**src/rtl/param_seq_detector.sv**
```systemverilog
// Moore detector for an N-bit serial pattern (MSB first) with a saturating match counter.
// y is registered, one cycle after the final bit; `define PARAM_SEQ_DET_STICKY_EN adds a sticky 'seen' output.
module param_seq_detector #(
    parameter int             N       = 4,
    parameter logic [N-1:0]   PATTERN = 4'b1011,
    parameter int             OVERLAP = 1,
    parameter int             CNT_W   = 8
) (
    input  logic             clk,
    input  logic             reset,
    input  logic             en,
    input  logic             x,
    input  logic             clr_cnt,
    output logic             y,
    output logic [CNT_W-1:0] match_cnt
`ifdef PARAM_SEQ_DET_STICKY_EN
    ,
    output logic             seen
`endif
);

    localparam int               SW       = $clog2(N + 1);
    localparam int               N_ENC    = 2 ** SW;
    localparam int               TBL_W    = 2 * N_ENC * SW;
    localparam logic [SW-1:0]    S_DET    = SW'(N);
    localparam logic [CNT_W-1:0] CNT_MAX  = {CNT_W{1'b1}};
    localparam logic [CNT_W-1:0] CNT_ONE  = CNT_W'(1);

    if (N < 2 || N > 16) begin : g_bad_n
        $error("param_seq_detector: N=%0d outside legal range 2..16", N);
    end
    if (CNT_W < 1 || CNT_W > 16) begin : g_bad_cnt_w
        $error("param_seq_detector: CNT_W=%0d outside legal range 1..16", CNT_W);
    end

    // Full next-state table, entry (s*2+bit). Unused encodings above N fall back to 0.
    function automatic logic [TBL_W-1:0] build_tbl();
        logic [TBL_W-1:0] t;
        int               best;
        int               j;
        logic             ok;
        logic             sb;
        logic             bb;
        t = '0;
        for (int s = 0; s < N_ENC; s++) begin
            for (int b = 0; b < 2; b++) begin
                bb   = (b != 0);
                best = 0;
                if (s > N) begin
                    best = 0;
                end else if (s == N && OVERLAP == 0) begin
                    best = (bb == PATTERN[N-1]) ? 1 : 0;
                end else begin
                    // Longest pattern prefix that is a suffix of (matched prefix, bit).
                    for (int k = 1; k <= N; k++) begin
                        if (k <= s + 1) begin
                            ok = 1'b1;
                            for (int i = 0; i < k; i++) begin
                                j  = s + 1 - k + i;
                                sb = (j < s) ? PATTERN[N-1-j] : bb;
                                if (PATTERN[N-1-i] != sb) ok = 1'b0;
                            end
                            if (ok) best = k;
                        end
                    end
                end
                t[(s*2+b)*SW +: SW] = SW'(best);
            end
        end
        return t;
    endfunction

    localparam logic [TBL_W-1:0] NEXT_TBL = build_tbl();

    logic [SW-1:0]    state_q;
    logic [SW-1:0]    state_d;
    logic [SW-1:0]    next_s;
    logic [CNT_W-1:0] cnt_d;
    logic             enter;

    assign next_s = NEXT_TBL[int'({state_q, x}) * SW +: SW];

    always_comb begin
        state_d = state_q;
        if (en) state_d = next_s;
    end

    assign enter = en && (state_d == S_DET);

    always_comb begin
        cnt_d = match_cnt;
        if (en && clr_cnt) begin
            cnt_d = enter ? CNT_ONE : '0;
        end else if (enter && match_cnt != CNT_MAX) begin
            cnt_d = match_cnt + CNT_ONE;
        end
    end

    always_ff @(posedge clk) begin
        if (!reset) begin
            state_q   <= '0;
            y         <= 1'b0;
            match_cnt <= '0;
        end else begin
            state_q   <= state_d;
            y         <= (state_d == S_DET);
            match_cnt <= cnt_d;
        end
    end

`ifdef PARAM_SEQ_DET_STICKY_EN
    // A detection on the same edge as a clear wins.
    always_ff @(posedge clk) begin
        if (!reset) begin
            seen <= 1'b0;
        end else if (enter) begin
            seen <= 1'b1;
        end else if (en && clr_cnt) begin
            seen <= 1'b0;
        end
    end
`endif

endmodule

```
**config.mk**
```make
export PLATFORM = sky130hd
export DESIGN_NAME = param_seq_detector
export DESIGN_NICKNAME = d
export VERILOG_FILES = /design/src/rtl/param_seq_detector.sv
export SDC_FILE = /design/constraint.sdc
export NUM_CORES = 1
export LEC_CHECK = 0
export ABC_AREA = 1
export CAP_MARGIN = 15
export CORE_ASPECT_RATIO = 1.2
export CORE_MARGIN = 2
export CORE_UTILIZATION = 40
export CTS_BUF_LIST = sky130_fd_sc_hd__clkbuf_2 sky130_fd_sc_hd__clkbuf_4 sky130_fd_sc_hd__clkbuf_8
export DETAILED_ROUTE_END_ITERATION = 8
export PLACE_DENSITY = 0.69
export SYNTH_ARGS = -nofsm -noshare
export SYNTH_HDL_FRONTEND = slang
export SYNTH_SLANG_ARGS = --single-unit
```
**constraint.sdc**
```tcl
create_clock -name clk -period 1.9 [get_ports clk]
set_input_delay 0.57 -clock clk [delete_from_list [all_inputs] [get_ports clk]]
set_output_delay 0.57 -clock clk [all_outputs]
set_load 0.05 [all_outputs]
```
# Word level (Yosys, flattened, before mapping)
# Index checks and enable logic that the tools add are counted.
classes:
  n_mul: 1
  muxes: 4
  add_sub_neg: 1
  shifts: 1
  eq_ne: 2
  n_reduce_logical: 4
op_table:
  columns: ["operator", "count"]
  rows:
  - ["$shiftx 48x7->3 const A", 1]
  - ["$mux 8", 2]
  - ["$add 8x1->8 const B", 1]
  - ["$ne 8x8->1 const B", 1]
  - ["$mul 4x2->6 const B", 1]
  - ["$eq 3x3->1 const B", 1]
  - ["$logic_and 1x1->1", 3]
  - ["$mux 3", 1]
  - ["$reduce_bool 2->1", 1]
  - ["$mux 1", 1]
totals:
  input_bits: 5
  reg_bits: 12
  word_cells: 16

# Longest topological paths before layout
depth:
  depth_word: 8
  mapped_depth: 10
  ltp_nobuf: 10

# Worst setup path before layout
# Ideal clock, no wire load.
synth_path:
  path_type: "reg2reg"
  from: "register match_cnt[0]"
  to: "register match_cnt[1]"
  slack_ns: 0.060
  arrival_ns: 1.723
  stages_incl_launch_ff: 10
  cell_sequence: "dfxtp_1 ha_1 nand2_1 inv_1 nand2_1 nor2_2 nand2_2 nand4_4 nand2_1 nor3b_2"
synth_between:
  elab_chain_cells: 3
  word_cells_on_any_way: 6
  classes_between: "add/sub: 1; eq/ne: 1; mux: 2; reduce/logical: 2"
synth_rtl:
  columns: ["item", "line_no", "text"]
  rows:
  - ["start, declared", "15", "output logic [CNT_W-1:0] match_cnt"]
  - ["start signal, assigned", "107", "match_cnt <= cnt_d;"]
  - ["$add 8x1->8 / $ne 8x8->1 (equally long branches)", "95, 94", null]
  - ["$mux 8 / $logic_and 1x1->1 (equally long branches)", "94", "end else if (enter && match_cnt != CNT_MAX) begin"]
  - ["$mux 8 / $reduce_bool 2->1 (equally long branches)", null, null]
# Parallel ways exist; a longest one is shown, timed or not. The select of a mux whose other input is x is not followed.
# A chain may end at the register's enable or synchronous reset.

# Final worst setup path
layout_path:
  from: "input port en"
  to: "register state_q[1]"
layout_between:
  elab_chain_cells: 1
layout_rtl:
  columns: ["item", "line_no", "text"]
  rows:
  - ["start, declared", "11", "input logic en,"]
  - ["$mux 3", "85", "if (en) state_d = next_s;"]
  - ["end signal, assigned", "105", "state_q <= state_d;"]
  - ["end, declared", "75", "logic [SW-1:0] state_q;"]
# No other way between the ends.

==> results.cfg <==
[logic_synthesis]
yosys-top-cells-area = dfxtp_1 (30%), nand2_1 (10%), ha_1 (7.9%), inv_1 (7.1%), a21oi_1 (7.0%)
ys_seq_area_frac = 0.304
syn-mean-instance-area_um2 = 7.06
ys_warn_count = 0
syn_inst = 112
syn-num-nets = 122
synth_common_cells = nand2_1 (21), inv_1 (15), dfxtp_1 (12), nor2_1 (12), a21oi_1 (11)
synth_enable_flop_cells = 0
yosys.cell_count.top_type = nand2_1
synth_top_area_cell = dfxtp_1
netlist.area_leader.share = 0.304
synth_seq_cells = 12
syn-cell-area_um2 = 791
synth.distinct_cells = 22
async_reset_ff_frac = 0
synth_flop_cell = dfxtp_1

[place]
hpwl_mm = 1.40
portBuffers = 13
place.gp.congestion = 0.817
placed_cells = 155

[power_and_ir_drop]
p_seq_frac = 0.520
pwr_density_cell_nw_per_um2 = 457
power_frac_clock = 0.327
p_leak_nw = 0.493
irDropWorstVdd_uv = 405
combPwrFrac = 0.153
p_sw_frac = 0.264
p_int_mw = 0.364
p_switching_mw = 0.131

[layout]
area_growth_pct = 36.7
finish.utilization = 0.584
drive_above_1_share = 0.343
fin_nets = 155
diodes = 0
fin_cells = 162

[critical_path]
cp.arrival_ns = 1.97
path_depth = 10
r2r_cells = 9
cp.required_ns = 2.13
worst-path-buf-inv = 6
slowest_delay_ns = 0.33
endpoint = state_q[1]$_SDFF_PN0_
timing.rr.start = state_q[0]$_SDFF_PN0_
path_cells = dlygate4sd2_1 -> nor2_1 -> a21oi_2 -> nand2_2 -> buf_4 -> buf_4 -> buf_4 -> buf_4 -> buf_4 -> nor2_1
cp_top_family = buffers and inverters
reg2reg_to = match_cnt[4]$_SDFFE_PN0P_
regToRegSetupSlack_ns = 0.17
start_kind = input pin
cp_common_cell = buf_4
crit_slowest_cell = dlygate4sd2_1
cp-startpoint = en
critPathCaptureType = flop
critPathMaxFanout = 5
critical_path_class = input pin to flop

[drt]
drtPass1Iterations = 4
drc = 0
routedWlPerCell_um = 11.5
ant_nets = 0
drt_iter0_markers = 17
vias_per_cell = 4.99
routed_wl_mm = 1.86
vias = 809

[global_routing]
grt_max_degree = 10
grt_pass1_vias = 710
antenna_found_initial = 0
grt_pass1_wl_mm = 3.15
grt.total_usage = 0.190
overflow = 0

[floorplan]
io-pin-count = 14
die_w_um = 44.6
core_area_um2 = 1850
die_h_um = 52.7
initial_utilization = 0.427
core.rowCount = 17
die_area_um2 = 2350

[clock_tree]
htreeDepth = 1
numCtsBuffers = 3
cts_tree = built
clock-sinks = 12
cts.clk_slew.worst_paths_ns = 0.08
clkLatencyLatePin_ns = 0.28
cts_buffer_depth = 2
root_buffer = clkbuf_4

[sta]
finalCriticalPeriod_ns = 1.74
drv_slew = 0
rsz0062_at_grt = no
period_share = 0.916
clock_skew_ns = 0.00450
hold_ws_ns = 0.502
setup_viol = 0
worst_slew_pin_slew_ns = 0.328
fmax_ghz = 0.575
hold_violations = 0
max_slew_margin = 0.781

[hold_path]
hp-class = flop to flop

[outcome]
status = finished clean

[flow_run]
cap_violations = 0
## registers in the layout, summed over array words and instances (netlist names)
name,flops
match_cnt,8
state_q,3
y,1
## power groups by stage
stage,Clock (mW),Combinational [mW],Sequential (mW)
after floorplan,0,0.0368,0.262
after global placement,0,0.0682,0.262
after detailed placement,0,0.0690,0.262
after CTS,0.165,0.0746,0.256
after global routing,0.179,0.0834,0.257
final,0.162,0.0755,0.257
## per-stage QoR
step           worst slack, ns  cell area [um2]  total power, mW  TNS (ns)
3_5_place_dp            -0.528             1030            0.331     -4.26
2_1_floorplan           0.0596              791            0.299         0
4_1_cts                 0.0144             1080            0.496         0
5_1_grt                 0.0658             1080            0.520         0
3_3_place_gp            -0.448             1030            0.330     -3.63
6_report                 0.160             1080            0.494         0
## cell usage in the layout (no fill, tap or decap)
cell              n
nor3_4            1
nor2_1           12
nand2_1          21
a21oi_1           9
inv_2             5
dlygate4sd2_1     1
o21ai_1           3
nand3b_1          3
nand2_2           4
inv_4             1
clkbuf_2          1
ha_1              5
a21oi_2           4
buf_4            23
nor3b_2           1
xor2_1            3
nand3_1           5
dfxtp_2           1
nand4_1           1
nand4_4           1
clkbuf_4          3
inv_1            14
clkdlybuf4s50_1   2
nor2_2            2
dfxtp_1          11
nor3_1            3
buf_12            2
o21ai_0           1
## what timing repair did
item	CTS	global route
buffers inserted	4	0
gates resized for setup	4	4
endpoints found under the setup margin	8	8
hold buffers	0	0
gates cloned	0	0
pin swaps	5	5
## how the worst min path moves through the flow
| stage | from | end | slack, ns | depth (start not counted) |
|---|---|---|---|---|
| after detailed placement | match_cnt[5]$_SDFFE_PN0P_ | match_cnt[5]$_SDFFE_PN0P_ | 0.50 | 2 |
| after floorplan | state_q[2]$_SDFF_PN0_ | state_q[2]$_SDFF_PN0_ | 0.62 | 3 |
| after global placement | match_cnt[5]$_SDFFE_PN0P_ | match_cnt[5]$_SDFFE_PN0P_ | 0.48 | 2 |
| after CTS | match_cnt[5]$_SDFFE_PN0P_ | match_cnt[5]$_SDFFE_PN0P_ | 0.51 | 2 |
| final | match_cnt[5]$_SDFFE_PN0P_ | match_cnt[5]$_SDFFE_PN0P_ | 0.50 | 2 |
| after global routing | match_cnt[5]$_SDFFE_PN0P_ | match_cnt[5]$_SDFFE_PN0P_ | 0.52 | 2 |
## tightest hold or removal path, delay by kind of cell, from the launching register on
family	cells	cell delay, ns
AO/OA/AOI/OAI	1	0.06
flip-flops	1	0.33
AND/OR/NAND/NOR	1	0.07
## area by class of cell
class                   count  area (um2)
inverters                  20        77.6
fillers                   171         769
clock buffers               3        22.5
well taps                  19        23.8
flip-flops and latches     12         241
repair buffers             29         246
multi-input cells          79         469
## layer usage
layer  track usage  vias to the layer above  routed length [um]
met2         0.283                       23                 912
met3        0.0379                        4                  86
met5             0                        -                   0
met4         0.146                        0                  42
met1         0.234                      368                 822
li1              -                      414                   -
## logic make-up (layout without fill, tap and decap cells)
kind of cell,count (synthesis),after routing,share of synthesized area
compound gates,17,17,0.117
buf+inv,21,52,0.112
xor+xnor,3,3,0.0332
fa+ha+maj,5,5,0.0791
flops,12,12,0.304
simple gates,54,54,0.354
No activity file was read; power rests on OpenSTA's default activity.
==> edit: new RTL, config.mk and constraints unchanged <==
Register the output `match_cnt` once more; this adds one clock of latency there. The other outputs are not delayed to match.
--- a/src/rtl/param_seq_detector.sv
+++ b/src/rtl/param_seq_detector.sv
@@ -27,2 +27,4 @@
     localparam logic [CNT_W-1:0] CNT_ONE  = CNT_W'(1);
+
+    logic [CNT_W-1:0] match_cnt_s0;
 
@@ -90,7 +92,7 @@
     always_comb begin
-        cnt_d = match_cnt;
+        cnt_d = match_cnt_s0;
         if (en && clr_cnt) begin
             cnt_d = enter ? CNT_ONE : '0;
-        end else if (enter && match_cnt != CNT_MAX) begin
-            cnt_d = match_cnt + CNT_ONE;
+        end else if (enter && match_cnt_s0 != CNT_MAX) begin
+            cnt_d = match_cnt_s0 + CNT_ONE;
         end
@@ -102,3 +104,3 @@
             y         <= 1'b0;
-            match_cnt <= '0;
+            match_cnt_s0 <= '0;
         end else begin
@@ -106,3 +108,3 @@
             y         <= (state_d == S_DET);
-            match_cnt <= cnt_d;
+            match_cnt_s0 <= cnt_d;
         end
@@ -123,2 +125,6 @@
 
+    always_ff @(posedge clk) begin
+        match_cnt <= match_cnt_s0;
+    end
+
 endmodule
Behaviour: not the same (a bounded check fails within 10 cycles, from zero or initial values and one cycle with reset low).
==> edit against the original RTL <==
Setup slack lost 0.030 ns. Largest power group unchanged. Final cell count up 12%. Hold slack lost 0.14 ns. Sequential cell count rose by 8. Final area up 19%. Clock skew increased by 0.011 ns. Power grew 72%. Synthesized cell count increased by 8.0%. Largest cell class unchanged. Critical endpoint is now match_cnt_s0[3]$_SDFFE_PN0P_. Synthesized area grew 22%. Routed wire length up 7.9%.
==> edit: results <==
{
  "drt_iter0_markers": 13,
  "power_frac_clock_pct": 41.0,
  "syn-num-nets": 131,
  "ir_drop_v": 0.000466,
  "fin_nets": 162,
  "buf_share_pct": 16.1,
  "wl_met2_um": 1010,
  "place_ws_ns": -0.451,
  "cts.clk_slew.worst_paths_ns": 0.12,
  "gr-usage-met2_pct": 27.4,
  "drive_gt1_share_pct": 31.8,
  "met1Wirelength_um": 827,
  "wl_met3_um": 89,
  "p_total_uw": 850,
  "synthTopCellsByCount": "dfxtp_1 (20), nand2_1 (17), inv_1 (15)",
  "gr-usage-met1_pct": 16.2,
  "outcome": "complete, no violations",
  "dpl.hpwl_um": 1400,
  "gp_congestion": 0.909,
  "regArea_um2": 402,
  "grt_max_degree": 13,
  "grt_pass1_wl_um": 3300,
  "yosysUniqueCellTypes": 21,
  "clk_latency_ns": 0.31,
  "slowest_delay_ns": 0.30,
  "place_area_mm2": 0.00118,
  "avgSynthCellArea_um2": 7.97,
  "synthAdderAreaFrac_pct": 6.49,
  "largestRegisters": "match_cnt (8), match_cnt_s0 (8), state_q (3)",
  "slowest_stage": "ha_1"
}
edit: logic make-up (layout without fill, tap and decap cells):
family / count (synthesis) / count (layout)
XOR/XNOR: 3 / 3
AO/OA/AOI/OAI: 17 / 17
buffers and inverters: 20 / 49
AND/OR/NAND/NOR: 56 / 57
flip-flops: 20 / 20
adder cells (fa/ha/maj): 5 / 5
edit: final timing paths:
kind | cells past startpoint | to | start | slack, ns
max | 10 | match_cnt_s0[3]$_SDFFE_PN0P_ | x | 0.13
min reg2reg | 0 | match_cnt[6]$_DFF_P_ | match_cnt_s0[6]$_SDFFE_PN0P_ | 0.36
min | 0 | match_cnt[6]$_DFF_P_ | match_cnt_s0[6]$_SDFFE_PN0P_ | 0.36
max reg2reg | 9 | match_cnt_s0[3]$_SDFFE_PN0P_ | state_q[0]$_SDFF_PN0_ | 0.19
edit: what timing repair did:
item                       CTS  global route
pin swaps                    7             1
setup endpoints to repair    8             8
gates resized for setup      3             3
buffers inserted             2             0
cloned                       1             0
